### src/rtl/vga_grid_capture.sv
// Recovers pixel coordinates from a registered VGA stream and captures the green plane at
// tile centres into a double-buffered bitmap. Optional border checker: VGA_BORDER_CHECK_EN.
module vga_grid_capture #(
    parameter int unsigned H_TOTAL      = 768,
    parameter int unsigned H_SYNC_START = 720,
    parameter int unsigned V_TOTAL      = 512,
    parameter int unsigned V_SYNC_LINE  = 500,
    parameter int unsigned TILE_SHIFT   = 5,
    parameter int unsigned COLS         = 16,
    parameter int unsigned ROWS         = 14
) (
    input  logic            clk,
    input  logic            reset,
    input  logic            vga_h_sync,
    input  logic            vga_v_sync,
    input  logic            vga_R,
    input  logic            vga_G,
    input  logic [3:0]      rd_row,
    output logic [COLS-1:0] rd_data,
    output logic            locked,
    output logic            frame_valid,
    output logic            sync_err,
    output logic            border_err
);
    localparam int unsigned   CW           = 10;
    localparam int unsigned   COL_W        = $clog2(COLS);
    localparam int unsigned   ROW_W        = $clog2(ROWS);
    localparam logic [CW-1:0] H_LAST       = CW'(H_TOTAL - 1);
    localparam logic [CW-1:0] V_LAST       = CW'(V_TOTAL - 1);
    localparam logic [CW-1:0] H_SYNC_X     = CW'(H_SYNC_START);
    localparam logic [CW-1:0] V_SYNC_Y     = CW'(V_SYNC_LINE);
    localparam logic [CW-1:0] CENTRE       = CW'(1 << (TILE_SHIFT - 1));
    localparam logic [CW-1:0] TILE_MASK    = CW'((1 << TILE_SHIFT) - 1);
    localparam logic [CW-1:0] COLS_C       = CW'(COLS);
    localparam logic [CW-1:0] ROWS_C       = CW'(ROWS);
    localparam logic [CW-1:0] ACTIVE_END_Y = CW'(ROWS << TILE_SHIFT);

    typedef enum logic [1:0] {SEARCH, HSYNC, LOCKED} state_t;
    state_t state, state_next;

    logic             h_s, v_s, r_s, g_s, h_p, v_p;
    logic             h_edge, v_edge;
    logic [CW-1:0]    x, y, x_eff, y_eff, x_next, y_next;
    logic [CW-1:0]    col, row;
    logic [COL_W-1:0] col_idx;
    logic [ROW_W-1:0] row_idx;
    logic             misalign, sample, swap, frame_done;
    logic [COLS-1:0]  back  [ROWS];
    logic [COLS-1:0]  front [ROWS];

    always_ff @(posedge clk) begin
        if (!reset) begin
            {h_s, v_s, r_s, g_s, h_p, v_p} <= '0;
        end else begin
            h_s <= vga_h_sync;
            v_s <= vga_v_sync;
            r_s <= vga_R;
            g_s <= vga_G;
            h_p <= h_s;
            v_p <= v_s;
        end
    end

    // x_eff/y_eff are the coordinates of the staged sample in this cycle, sync-corrected
    always_comb begin
        h_edge  = h_p & ~h_s;
        v_edge  = v_p & ~v_s;
        x_eff   = h_edge ? H_SYNC_X : x;
        y_eff   = v_edge ? V_SYNC_Y : y;
        x_next  = (x_eff == H_LAST) ? '0 : x_eff + CW'(1);
        y_next  = y_eff;
        if (x_eff == H_LAST) begin
            y_next = (y_eff == V_LAST) ? '0 : y_eff + CW'(1);
        end
        col     = x_eff >> TILE_SHIFT;
        row     = y_eff >> TILE_SHIFT;
        col_idx = col[COL_W-1:0];
        row_idx = row[ROW_W-1:0];
    end

    always_ff @(posedge clk) begin
        if (!reset) begin
            x <= '0;
            y <= '0;
        end else begin
            x <= x_next;
            y <= y_next;
        end
    end

    always_ff @(posedge clk) begin
        if (!reset) state <= SEARCH;
        else        state <= state_next;
    end

    always_comb begin
        state_next = state;
        case (state)
            SEARCH:  if (h_edge)   state_next = HSYNC;
            HSYNC:   if (v_edge)   state_next = LOCKED;
            LOCKED:  if (misalign) state_next = HSYNC;
            default:               state_next = SEARCH;
        endcase
    end

    // misalignment is judged on the free-running X, before the sync reload
    always_comb begin
        locked   = (state == LOCKED);
        misalign = locked & h_edge & (x != H_SYNC_X);
        sample   = locked & ((x_eff & TILE_MASK) == CENTRE) & ((y_eff & TILE_MASK) == CENTRE)
                 & (col < COLS_C) & (row < ROWS_C);
        swap     = locked & v_edge & frame_done & ~misalign;
    end

    always_ff @(posedge clk) begin
        if (!reset) begin
            frame_done  <= 1'b0;
            frame_valid <= 1'b0;
            sync_err    <= 1'b0;
            rd_data     <= '0;
            for (int unsigned r = 0; r < ROWS; r++) begin
                back[r]  <= '0;
                front[r] <= '0;
            end
        end else begin
            // a frame is publishable only once its whole active region was seen while locked
            if (!locked || swap)              frame_done <= 1'b0;
            else if (y_eff == ACTIVE_END_Y)   frame_done <= 1'b1;
            if (sample) back[row_idx][col_idx] <= g_s;
            if (swap) begin
                for (int unsigned r = 0; r < ROWS; r++) front[r] <= back[r];
            end
            frame_valid <= swap;
            sync_err    <= misalign;
            rd_data     <= (32'(rd_row) < ROWS) ? front[rd_row[ROW_W-1:0]] : '0;
        end
    end

`ifdef VGA_BORDER_CHECK_EN
    logic [CW-1:0] bx, by;
    logic          border_red, border_check;

    always_comb begin
        bx           = x_eff >> 3;
        by           = y_eff >> 3;
        border_red   = (bx == '0) | (bx == CW'(79)) | (by == '0) | (by == CW'(59));
        border_check = locked & (x_eff < CW'(640)) & (y_eff < CW'(480));
    end

    always_ff @(posedge clk) begin
        if (!reset)                                   border_err <= 1'b0;
        else if (border_check && (r_s != border_red)) border_err <= 1'b1;
    end
`else
    logic unused_red;
    assign unused_red = r_s;
    assign border_err = 1'b0;
`endif

endmodule

### config.mk
export PLATFORM = sky130hd
export DESIGN_NAME = vga_grid_capture
export DESIGN_NICKNAME = d
export VERILOG_FILES = /design/src/rtl/vga_grid_capture.sv
export SDC_FILE = /design/constraint.sdc
export NUM_CORES = 1
export LEC_CHECK = 0
export ABC_CLOCK_PERIOD_IN_PS = 18650
export BUFFER_PORTS_ARGS = -buffer_cell sky130_fd_sc_hd__buf_2
export CAP_MARGIN = 5
export CORE_MARGIN = 2
export CORE_UTILIZATION = 50
export CTS_CLUSTER_DIAMETER = 120
export CTS_CLUSTER_SIZE = 25
export DETAILED_ROUTE_END_ITERATION = 10
export MAX_ROUTING_LAYER = met4
export PLACE_DENSITY = 0.73
export SYNTH_ARGS = -nofsm -noshare
export SYNTH_HDL_FRONTEND = slang
export SYNTH_SLANG_ARGS = --single-unit
### constraint.sdc
create_clock -name clk -period 18.65 [get_ports clk]
set_input_delay 2.7975 -clock clk [delete_from_list [all_inputs] [get_ports clk]]
set_output_delay 2.7975 -clock clk [all_outputs]
set_load 0.05 [all_outputs]
==> reports/results.tsv <==
metric	value	unit
Final Cycle Share	0.337	
Max Fanout on Critical Path	148	
Leak Pwr	7.46	nW
Hold Path Stages	1	
global-route usage over all layers	0.203	
Worst Skew	0.0242	ns
Pins Over Slew Limit	0	
CTS clk-pin slew, worst paths	0.10	ns
CP Class	primary input to register	
final setup TNS	0	ns
most frequent cell after synthesis	edfxtp_1	
Critical Path AT	6.69	ns
status	finished clean	
top cells by count, synth	edfxtp_1, and2_1, nor2_1	
Max stage delay on crit path	1.00	ns
DP Worst Slack	11.81	ns
area leader, netlist	edfxtp_1	
total iterations of the first detailed-routing run	5	
HP Class	register to register	
Via-to-Cell Ratio	5.76	
min Tclk post-route	6.28	ns
ys async rst share	0	
PostCTS Resize Cnt	0	
Wirelength per Cell	19.2	um
final hold viol count	0	
area of the mapped netlist	21700	sq um
share of cells above drive strength 1	0.0861	
f_max	159	MHz
DP HPWL	26200	um
initial antenna violation count	2	
syn nets	1770	
CP Capture Type	register	
CTS Sinks	494	
hold buffers post-CTS	0	
DIE WIDTH	212	um
Vert. Die Dim	212	um
worst vdd ir	0.0000668	V
1st-iter DRT viols	1431	
r2r setup slk	14.74	ns
Routability Congestion	0.859	
mean area per synthesized cell	12.4	sq um
post-synth top area share	0.619	
cell at the slowest stage of the critical path	nand3_1	
crit-path most repeated cell	buf_4	
CTS Buf Count	23	
htree depth	1	
setup violators final	0	
worst path required time	19.06	ns
DRT antenna net count	0	
die area	45100	sq um
Reg2Reg Depth	5	
PortBufs	27	
GR Overflow Total	0	
part of the Yosys area used for sequential elements	0.662	
area grow syn2layout	5.84	%
DR DRC count	0	
post-CTS setup repair buffer count	0	
relative slew slack	0.157	
number of synthesized flops with an enable pin	448	
core region area	43000	sq um
Cells after Synth	1756	
row cnt	76	
CP delay by family, top	buffers and inverters	
vias after detailed routing	13200	
Cell variety after synth	55	
root buf cell	clkbuf_16	
register bit count reported by yosys	494	
Core Util, Final	0.535	
fill count	3599	
Yosys warnings	0	
Nets	1705	
pin count of the biggest net entering global routing	149	
pwr/cell area	85.3	nW/um^2
worst path bufs/invs	3	
Worst-Margin Slew	1.27	ns
number of global-route vias before repair	12400	
worst-case clock buffer depth	3	
Clock Latency Late Sink	0.56	ns
Worst Setup Start Kind	primary input	
CP Depth	5	
number of max-cap violations	0	
initial core utilization	0.505	
Synth area leaders	edfxtp_1, and2_1, mux4_2	
RSZ-0062 raised after global routing	false	
TritonCTS clock tree	yes	
first-pass GRT wire length	68600	um
Routed Wire Length	44000	um
top_reg_cell synth	edfxtp_1	
Top Ports	30	
setup ws final	12.37	ns
CP Cell Sequence	buf_6 > buf_4 > buf_4 > nand3_1 > o22ai_1	
logic make-up (layout without fill, tap and decap cells):
kind of cell,count (synthesis),count (layout),synth area share
buf+inv,159,111,0.0284
other cells,1,2,0.000173
xor+xnor,7,7,0.00282
mux,81,81,0.0650
simple gates,720,720,0.164
fa+ha+maj,4,4,0.00230
flops,494,494,0.662
compound gates,290,290,0.0753
worst register-to-register path, cell delays in order (launching register included):
cell     delay, ns
dfxtp_1       0.59
nor2b_1       0.43
a41oi_1       0.38
o21ai_4       0.24
buf_4         0.77
buf_4         1.08
sequential cells by signal, summed over array words and instances (netlist names), 2 cells and up:
name     cells
back       224
front      224
rd_data     16
x           10
y           10
state        2
through the flow:
| step | hold slack [ns] | cell area, sq um | power, mW | std cells |
|---|---|---|---|---|
| after floorplan | 0.444 | 21700 | 1.39 | 1756 |
| after global placement | 0.481 | 22300 | 1.41 | 2251 |
| after detailed placement | 0.485 | 22300 | 1.42 | 2251 |
| after CTS | 0.505 | 23000 | 1.97 | 2293 |
| after global routing | 0.532 | 23000 | 2.02 | 2294 |
| final | 0.500 | 23000 | 1.96 | 2294 |
worst paths after layout:
kind                               endpoint  startpoint
worst max-delay path             rd_data[1]       reset
worst min-delay path                    h_p         h_s
worst max register to register  front[6][9]        x[7]
worst min register to register          h_p         h_s
metal layers:
| metal | GRT usage | part of all wire |
|---|---|---|
| met1 | 0.278 | 0.42 |
| met2 | 0.330 | 0.49 |
| met4 | 0.0424 | 0.018 |
| met5 | - | 0 |
| met3 | 0.0256 | 0.076 |
placed cells by master, fill, tap and decap left out, types with 5 or more instances in the layout:
cell type  count
and2_1       230
o21ai_0      163
o21ai_1       53
nand2_1      143
nand3_1       16
o22ai_1       16
a21oi_1        9
nor4_1        11
o31ai_1       29
mux2i_1       33
nor2_1       216
edfxtp_1     448
nand4_1       11
nor2b_1        5
buf_4         34
mux4_2        48
clkbuf_16     23
inv_1          9
nor3_1        46
dfxtp_1       46
nand2b_1      11
clkbuf_1      17
buf_2         25
area by class of cell:
cell class,count,area (sq um),share of cell area
Tap cell,585,732,0.0318
Antenna cell,1,2.50,0.000109
Clock inverter,2,17.5,0.000762
Multi-Input combinational cell,1103,6800,0.296
Sequential cell,494,14400,0.625
Inverter,9,33.8,0.00147
Timing Repair Buffer,60,392,0.0170
Clock buffer,40,639,0.0278
power breakdown:
group / internal, mW / leakage, nW / total [mW] / switching (mW)
clock network: 0.238 / 0.312 / 0.569 / 0.332
registers: 1.25 / 4.88 / 1.27 / 0.0159
logic: 0.0413 / 2.27 / 0.127 / 0.0854
total: 1.53 / 7.46 / 1.96 / 0.433
Power figures use the tool's default switching activity.
